[config.mk]
export PLATFORM = sky130hd
export DESIGN_NAME = uart_tx_feeder
export DESIGN_NICKNAME = d
export VERILOG_FILES = /design/src/rtl/uart_pkg.sv /design/src/rtl/uart_sync_fifo.sv /design/src/rtl/uart_tx_feeder.sv
export SDC_FILE = /design/constraint.sdc
export NUM_CORES = 1
export LEC_CHECK = 0
export ABC_AREA = 1
export BUFFER_PORTS_ARGS = -buffer_cell sky130_fd_sc_hd__buf_2
export CORE_AREA = 2 2 151 153
export CTS_CLUSTER_DIAMETER = 60
export DETAILED_ROUTE_END_ITERATION = 8
export DIE_AREA = 0 0 153 155
export PLACE_DENSITY = 0.53
export RECOVER_POWER = 25
export SKIP_LAST_GASP = 1
export SLEW_MARGIN = 20
export SYNTH_ARGS = -nofsm -noshare
export SYNTH_HDL_FRONTEND = slang
export SYNTH_SLANG_ARGS = --single-unit
[constraint.sdc]
create_clock -name clk -period 3.8 [get_ports clk]
set_clock_uncertainty 0.05 [all_clocks]
set_input_delay 0.57 -clock clk [delete_from_list [all_inputs] [get_ports clk]]
set_output_delay 0.57 -clock clk [all_outputs]
set_load 0.03 [all_outputs]
[src/rtl/uart_pkg.sv]
// Shared types and timing helpers for the UART transmit feeder.
package uart_pkg;

  typedef enum logic [1:0] {
    IDLE,
    LOAD,
    SEND,
    WAIT_DONE
  } state_t;

  // newd is held for one UART clock period plus two system clocks
  localparam int unsigned HOLD_EXTRA   = 2;
  // a frame is abandoned after this many UART clock periods without done
  localparam int unsigned TIMEOUT_MULT = 16;

  function automatic int unsigned uclk_period(input int unsigned clk_freq,
                                              input int unsigned baud_rate);
    return 2 * ((clk_freq / baud_rate) / 2 + 1);
  endfunction

endpackage

[src/rtl/uart_sync_fifo.sv]
// Byte FIFO with registered full/empty/level and same-cycle read data.
module uart_sync_fifo #(
  parameter int unsigned DEPTH = 16
) (
  input  logic                     clk,
  input  logic                     rst,
  input  logic                     wr_en,
  input  logic [7:0]               wr_data,
  input  logic                     rd_en,
  output logic [7:0]               rd_data,
  output logic                     full,
  output logic                     empty,
  output logic [$clog2(DEPTH):0]   level
);

  localparam int unsigned AW = $clog2(DEPTH);
  localparam int unsigned LW = AW + 1;

  logic [7:0]    mem [DEPTH];
  logic [AW-1:0] wr_ptr;
  logic [AW-1:0] rd_ptr;
  logic [LW-1:0] level_nxt;
  logic          push;
  logic          pop;

  assign pop     = rd_en && !empty;
  // a write into a full FIFO still lands when a pop frees a slot this cycle
  assign push    = wr_en && (!full || pop);
  assign rd_data = mem[rd_ptr];

  always_comb begin
    level_nxt = level;
    if (push && !pop)
      level_nxt = level + 1'b1;
    else if (pop && !push)
      level_nxt = level - 1'b1;
  end

  always_ff @(posedge clk) begin
    if (push)
      mem[wr_ptr] <= wr_data;
  end

  // pointers wrap naturally because DEPTH is a power of two
  always_ff @(posedge clk or posedge rst) begin
    if (rst) begin
      wr_ptr <= '0;
      rd_ptr <= '0;
      level  <= '0;
      full   <= 1'b0;
      empty  <= 1'b1;
    end else begin
      if (push)
        wr_ptr <= wr_ptr + 1'b1;
      if (pop)
        rd_ptr <= rd_ptr + 1'b1;
      level <= level_nxt;
      full  <= (level_nxt == LW'(DEPTH));
      empty <= (level_nxt == '0);
    end
  end

endmodule

[src/rtl/uart_tx_feeder.sv]
// Queues bytes and hands them one at a time to a UART transmitter.
module uart_tx_feeder
  import uart_pkg::*;
#(
  parameter int unsigned CLK_FREQ  = 1000000,
  parameter int unsigned BAUD_RATE = 9600,
  parameter int unsigned DEPTH     = 16
) (
  input  logic                     clk,
  input  logic                     rst,
  input  logic                     wr_en,
  input  logic [7:0]               wr_data,
  output logic                     full,
  output logic                     empty,
  output logic [$clog2(DEPTH):0]   level,
  output logic                     overflow,
  output logic [7:0]               tx_data,
  output logic                     newd,
  input  logic                     donetx,
  output logic                     busy,
  output logic                     tx_timeout
);

  localparam int unsigned UCLK_PERIOD    = uclk_period(CLK_FREQ, BAUD_RATE);
  localparam int unsigned HOLD_CYCLES    = UCLK_PERIOD + HOLD_EXTRA;
  localparam int unsigned TIMEOUT_CYCLES = TIMEOUT_MULT * UCLK_PERIOD;
  localparam int unsigned HW             = $clog2(HOLD_CYCLES);
  localparam int unsigned TW             = $clog2(TIMEOUT_CYCLES);

  state_t        state;
  state_t        state_nxt;
  logic [HW-1:0] hold_cnt;
  logic [HW-1:0] hold_nxt;
  logic [TW-1:0] to_cnt;
  logic [TW-1:0] to_nxt;
  logic          timeout_nxt;
  logic          pop_req;
  logic [7:0]    rd_data;
  logic          done_s1;
  logic          done_s2;
  logic          done_s3;
  logic          done_rise;

  uart_sync_fifo #(
    .DEPTH (DEPTH)
  ) u_fifo (
    .clk     (clk),
    .rst     (rst),
    .wr_en   (wr_en),
    .wr_data (wr_data),
    .rd_en   (pop_req),
    .rd_data (rd_data),
    .full    (full),
    .empty   (empty),
    .level   (level)
  );

  assign newd      = (state == SEND);
  assign busy      = (state != IDLE);
  assign done_rise = done_s2 && !done_s3;

  // donetx comes from the baud clock domain
  always_ff @(posedge clk or posedge rst) begin
    if (rst) begin
      done_s1 <= 1'b0;
      done_s2 <= 1'b0;
      done_s3 <= 1'b0;
    end else begin
      done_s1 <= donetx;
      done_s2 <= done_s1;
      done_s3 <= done_s2;
    end
  end

  always_comb begin
    state_nxt   = state;
    hold_nxt    = hold_cnt;
    to_nxt      = to_cnt;
    timeout_nxt = 1'b0;
    pop_req     = 1'b0;
    unique case (state)
      IDLE: begin
        if (!empty)
          state_nxt = LOAD;
      end
      LOAD: begin
        pop_req   = 1'b1;
        hold_nxt  = '0;
        state_nxt = SEND;
      end
      SEND: begin
        if (hold_cnt == HW'(HOLD_CYCLES - 1)) begin
          to_nxt    = '0;
          state_nxt = WAIT_DONE;
        end else begin
          hold_nxt = hold_cnt + 1'b1;
        end
      end
      WAIT_DONE: begin
        // done wins over a coincident timeout
        if (done_rise) begin
          state_nxt = IDLE;
        end else if (to_cnt == TW'(TIMEOUT_CYCLES - 1)) begin
          state_nxt   = IDLE;
          timeout_nxt = 1'b1;
        end else begin
          to_nxt = to_cnt + 1'b1;
        end
      end
      default: state_nxt = IDLE;
    endcase
  end

  always_ff @(posedge clk or posedge rst) begin
    if (rst) begin
      state      <= IDLE;
      hold_cnt   <= '0;
      to_cnt     <= '0;
      tx_timeout <= 1'b0;
      overflow   <= 1'b0;
      tx_data    <= '0;
    end else begin
      state      <= state_nxt;
      hold_cnt   <= hold_nxt;
      to_cnt     <= to_nxt;
      tx_timeout <= timeout_nxt;
      // the only pop is the LOAD pop, and LOAD implies a non-empty FIFO
      overflow   <= wr_en && full && !pop_req;
      if (pop_req)
        tx_data <= rd_data;
    end
  end

endmodule
==> results of run 1 <==
sequential cells by signal, indices dropped and copies added (netlist names):
register	cells
u_fifo.mem	128
to_cnt	11
tx_data	8
hold_cnt	7
u_fifo.level	5
u_fifo.rd_ptr	4
u_fifo.wr_ptr	4
state	2
done_s1	1
done_s2	1
done_s3	1
overflow	1
tx_timeout	1
u_fifo.empty	1
u_fifo.full	1
path summary, 6_finish.rpt:
| path | startpoint | end | slack, ns |
|---|---|---|---|
| min in group asynchronous | rst | hold_cnt[2] | 0.44 |
| setup reg to reg | state[1] | u_fifo.mem[14][7] | 1.07 |
| setup / recovery | state[1] | u_fifo.mem[14][7] | 1.07 |
| max in group asynchronous | rst | tx_data[6] | 2.34 |
| hold / removal | donetx | done_s1 | 0.21 |
| hold reg to reg | done_s1 | done_s2 | 0.30 |
area by class of cell:
cell class,count,area (um^2)
Fill cell,2180,13500
Sequential cell,176,5050
Multi-Input combinational cell,491,2410
Clock buffer,17,425
Tap cell,285,357
Inverter,46,173
Timing Repair Buffer,34,171
Clock inverter,14,154
critical path, cell delays in order (launching register included):
cell     delay (ns)
dfrtp_1        0.42
inv_1          0.11
ha_1           0.16
buf_4          0.20
nand2_2        0.13
a21oi_2        0.40
nand2_1        0.29
nor2_1         0.61
kinds of logic (layout without fill, tap and decap cells):
kind of cell | Yosys count | in the layout | synth area share
fa+ha+maj | 14 | 14 | 0.0225
flops | 176 | 176 | 0.648
compound gates | 82 | 82 | 0.0657
xor+xnor | 14 | 14 | 0.0157
buf+inv | 74 | 111 | 0.0426
simple gates | 381 | 381 | 0.206
power breakdown:
group / leakage (nW) / switching, mW / internal [mW]
logic: 1.43 / 0.374 / 0.130
registers: 1.74 / 0.0924 / 2.25
clock network: 0.278 / 0.810 / 0.927
total: 3.45 / 1.28 / 3.31
cells in the mapped netlist, drive strengths merged:
| cell type | instances |
|---|---|
| dfstp | 1 |
| a21oi | 20 |
| o22ai | 8 |
| xor2 | 13 |
| nand2 | 243 |
| a21boi | 8 |
| o211ai | 8 |
| nor2 | 64 |
| nand3 | 59 |
| dfrtp | 47 |
| nor3 | 6 |
| xnor2 | 1 |
| o31ai | 2 |
| edfxtp | 128 |
| inv | 46 |
| nand4 | 8 |
| clkbuf | 3 |
| ha | 14 |
| o21ai | 34 |
| buf | 25 |
| nand3b | 1 |
| o21bai | 2 |
metal layers:
metal,part of all wire,up-vias,GRT usage
met3,0.039,16,0.0331
met1,0.47,2470,0.221
met2,0.48,112,0.256
met5,0,-,0
met4,0.014,0,0.0476
li1,-,2537,-
per-stage QoR:
stage / std cells / instance area [um^2]
6_report: 1063 / 8740
5_1_grt: 1063 / 8740
4_1_cts: 1063 / 8750
3_5_place_dp: 1032 / 8170
3_3_place_gp: 1032 / 8170
2_1_floorplan: 741 / 7790
==> results.sh, run 1 <==
export IMPL_timing_final_max_slew_violations=0
export IMPL_grt_use_total=0.160
export IMPL_crit_path_max_fanout=12
export IMPL_wl_per_cell_um=17.1
export IMPL_power_mw=4.58
export IMPL_synth_cell_types=36
export IMPL_root_buffer="clkbuf_16"
export IMPL_powerDensity_mw_per_mm2=524
export IMPL_final_hold_viol_count=0
export IMPL_cp_end_kind="register"
export IMPL_worst_setup_path_start_kind="register"
export IMPL_cp_required_ns=3.80
export IMPL_final_layout_size_suffix_gt1_frac=0.120
export IMPL_grt_pass1_wl_um=29000
export IMPL_syn_cell_area_mm2=0.00779
export IMPL_gp_congestion=0.786
export IMPL_cp_arrival_ns=2.74
export IMPL_ys_warn_count=0
export IMPL_fin_nets=792
export IMPL_ir_drop_v=0.000287
export IMPL_synth_top_area_share=0.493
export IMPL_antennaDiodeCount=0
export IMPL_min_period_ns=2.73
export IMPL_timing_fmax_mhz=366
export IMPL_post_route_util=0.393
export IMPL_setup_ws_ns=1.07
export IMPL_yosysTopAreaCell="edfxtp_1"
export IMPL_antenna_left=0
export IMPL_max_slew_margin_rel=0.160
export IMPL_cts_resized=0
export IMPL_pin_count=31
export IMPL_place_ws_ns=1.06
export IMPL_fp_dieW_um=153
export IMPL_cts_made_buffers=17
export IMPL_antenna_found_initial=0
export IMPL_ys_seq_area_frac=0.648
export IMPL_reg2regPathDepth=7
export IMPL_rsz0062_at_grt="false"
export IMPL_cts_tree="yes"
export IMPL_die_y_um=155
export IMPL_num_rows=55
export IMPL_drt_initial_drc_count=373
export IMPL_whs_ns=0.208
export IMPL_drc=0
export IMPL_dieArea_mm2=0.0237
export IMPL_syn_to_final_growth_pct=12.2
export IMPL_status="complete, no violations"
export IMPL_layout_commonest_cell="nand2_1"
export IMPL_hold_depth=1
export IMPL_synth_nets=767
export IMPL_cts_setup_buffers=0
export IMPL_gr_total_overflow=0
export IMPL_path_class="reg2reg"
export IMPL_core_mm2=0.0222
export IMPL_post_synth_cell_area_avg_um2=10.5
export IMPL_wirelength_um=18200
export IMPL_clk_latency_ns=0.42
export IMPL_grt_max_degree=66
export IMPL_synthCells=741
export IMPL_drtPass1Iterations=5
export IMPL_cap_violations=0
export IMPL_start_util=0.351
export IMPL_avgViaCountPerCell=4.83
export IMPL_final_cell_mix="nand2_1 (233), edfxtp_1 (128), nor2_1 (61)"
export IMPL_dpl_hpwl_um=11600
export IMPL_setup_viol=0
export IMPL_cts_hold_buf=0
export IMPL_finalCritPeriodShare=0.720
export IMPL_grt_pass1_vias=5136
export IMPL_tightest_slew_ns=1.26
export IMPL_cts_buffer_depth=2
export IMPL_path_clk_slew_ns=0.07
export IMPL_portBuffers=30
export IMPL_clock_sinks=176
export IMPL_htree_levels=4
export IMPL_hold_path_class="in2reg"
export IMPL_leakagePower_nw=3.45
export IMPL_via_count=5135
export IMPL_fin_tns_setup_ns=0
export IMPL_ys_top_cells_by_area="edfxtp_1 (49%), dfrtp_1 (15%), nand2_1 (11%)"
export IMPL_ys_seq_elements=176
Note: power is estimated with default switching activity, not from simulation.
==> run 2: changes to the inputs <==
clock period = 2.8 ns   (was 3.8 ns; I/O delays follow)
==> run 2 against run 1 <==
Sequential share of layout area shrank 0.82 points. First-iteration DRC count increased by 13%. Via count increased by 0.49%. Global-route usage decreased by 0.41 points. Total power rose by 34%. Non-clock buffer count up 17. Largest power group unchanged.
==> results.sh, run 2 (synthesis gave the netlist of run 1 again) <==
export IMPL_pwr_share_clk=0.368
export IMPL_avgViaCountPerCell=4.77
export IMPL_status="complete, no violations"
export IMPL_timing_final_max_slew_violations=0
export IMPL_place_area_mm2=0.00831
export IMPL_dieArea_mm2=0.0237
export IMPL_reg_top3="u_fifo.mem x128, to_cnt x11, tx_data x8"
export IMPL_fin_area_mm2=0.00887
export IMPL_max_slew_margin_rel=0.301
export IMPL_sequentialPowerShare=0.516
export IMPL_drc=0
export IMPL_hold_path_class="in2reg"
export IMPL_syn_to_final_growth_pct=13.8
export IMPL_wl_per_cell_um=16.5
export IMPL_via_count=5160
export IMPL_tightest_slew_ns=1.05
export IMPL_cts_made_buffers=17
export IMPL_largest_reg_flops=128
export IMPL_route_met2_wl_um=8350
export IMPL_cts_tree="yes"
export IMPL_sw_frac_of_total=0.278
export IMPL_gp_congestion=0.826
export IMPL_final_hold_viol_count=0
export IMPL_p_int_mw=4.44
export IMPL_pin_count=31
export IMPL_finalCritPeriodShare=0.793
export IMPL_cp_arrival_ns=2.32
export IMPL_fin_cells=1081
export IMPL_grt_pass1_wl_um=28400
export IMPL_path_clk_slew_ns=0.07
export IMPL_fp_dieW_um=153
export IMPL_power_frac_comb=0.116
export IMPL_cp_end_kind="register"
export IMPL_antennaDiodeCount=0
export IMPL_setup_viol=0
export IMPL_grt_use_total=0.156
export IMPL_worst_setup_path_start_kind="register"
export IMPL_worstPathCellList="inv_1, ha_1, nand2_2, a21oi_2, nand2_1, nor2_1, buf_4"
export IMPL_wirelength_um=17900
export IMPL_cp_required_ns=2.90
export IMPL_place_ws_ns=0.569
export IMPL_final_cell_mix="nand2_1 (233), edfxtp_1 (128), nor2_1 (61)"
export IMPL_cap_violations=0
export IMPL_grt_max_degree=66
export IMPL_cts_resized=0
export IMPL_cp_slowest_stage_delay_ns=0.41
export IMPL_cts_buffer_depth=2
export IMPL_fin_tns_setup_ns=0
export IMPL_antenna_left=0
export IMPL_rsz0062_at_grt="false"
export IMPL_grt_pass1_vias=5001
export IMPL_start_util=0.351
export IMPL_timing_fmax_mhz=450
export IMPL_place_inst=1049
export IMPL_cts_hold_buf=0
export IMPL_p_sw_mw=1.71
export IMPL_powerDensity_mw_per_mm2=694
export IMPL_clk_latency_ns=0.44
export IMPL_leakagePower_nw=3.54
export IMPL_die_y_um=155
export IMPL_min_period_ns=2.22
export IMPL_clock_sinks=176
export IMPL_dpl_hpwl_um=11800
export IMPL_path_class="reg2reg"
export IMPL_crit_path_max_fanout=8
export IMPL_fin_nets=809
export IMPL_crit_slowest_cell="dfrtp_1"
export IMPL_top_register="u_fifo.mem"
export IMPL_portBuffers=30
export IMPL_drtPass1Iterations=5
export IMPL_gr_total_overflow=0
export IMPL_root_buffer="clkbuf_16"
export IMPL_layout_commonest_cell="nand2_1"
export IMPL_final_layout_size_suffix_gt1_frac=0.141
export IMPL_antenna_found_initial=0
export IMPL_whs_ns=0.0552
export IMPL_htree_levels=4
export IMPL_num_rows=55
export IMPL_drt_initial_drc_count=420
export IMPL_ir_drop_v=0.000370
export IMPL_core_mm2=0.0222
export IMPL_top_layer="met4"
export IMPL_setup_ws_ns=0.580
export IMPL_wl_met1_um=8580
export IMPL_cts_setup_buffers=0
export IMPL_wl_met3_um=706
-- run 2: area by class of cell --
| type | instances | area (um^2) |
|---|---|---|
| timing repair buffer | 51 | 314 |
| multi-input combinational | 491 | 2410 |
| clock buffer | 19 | 433 |
| tap | 285 | 357 |
| clock inverter | 13 | 130 |
| fill | 2156 | 13400 |
| inverter | 46 | 173 |
| sequential | 176 | 5050 |
-- run 2: layer usage --
metal	track usage	up-vias
met1	0.220	2455
met2	0.247	102
met5	0	-
met4	0.0481	0
li1	-	2586
met3	0.0270	17
-- run 2: power by group through the flow --
stage	clock, mW	combinational (mW)	sequential (mW)
final	2.26	0.716	3.17
after global routing	2.41	0.814	3.20
after CTS	2.31	0.725	3.17
after detailed placement	0	0.722	3.23
after global placement	0	0.724	3.23
after floorplan	0	0.422	3.26
-- run 2: path summary, 6_finish.rpt --
kind | start | to | slack (ns) | cells past startpoint
setup / recovery | state[1] | u_fifo.mem[3][3] | 0.58 | 7
hold / removal | donetx | done_s1 | 0.06 | 1
setup reg to reg | state[1] | u_fifo.mem[3][3] | 0.58 | 7
hold reg to reg | done_s1 | done_s2 | 0.31 | 0
max in group asynchronous | rst | overflow | 1.60 | 3
min in group asynchronous | rst | hold_cnt[3] | 0.19 | 2
-- run 2: worst max-delay path, delay by kind of cell (launching register included) --
kind / cells / cell delay, ns
buffers and inverters: 2 / 0.30
DFF: 1 / 0.41
AOI/OAI and AO/OA: 1 / 0.39
and+or+nand+nor: 3 / 0.60
adders and majority gates: 1 / 0.20
-- run 2: metrics by stage --
step	util	total power, mW
final	0.399	6.15
after global routing	0.399	6.42
after CTS	0.399	6.21
after detailed placement	0.374	3.95
after global placement	0.374	3.95
after floorplan	-	3.68
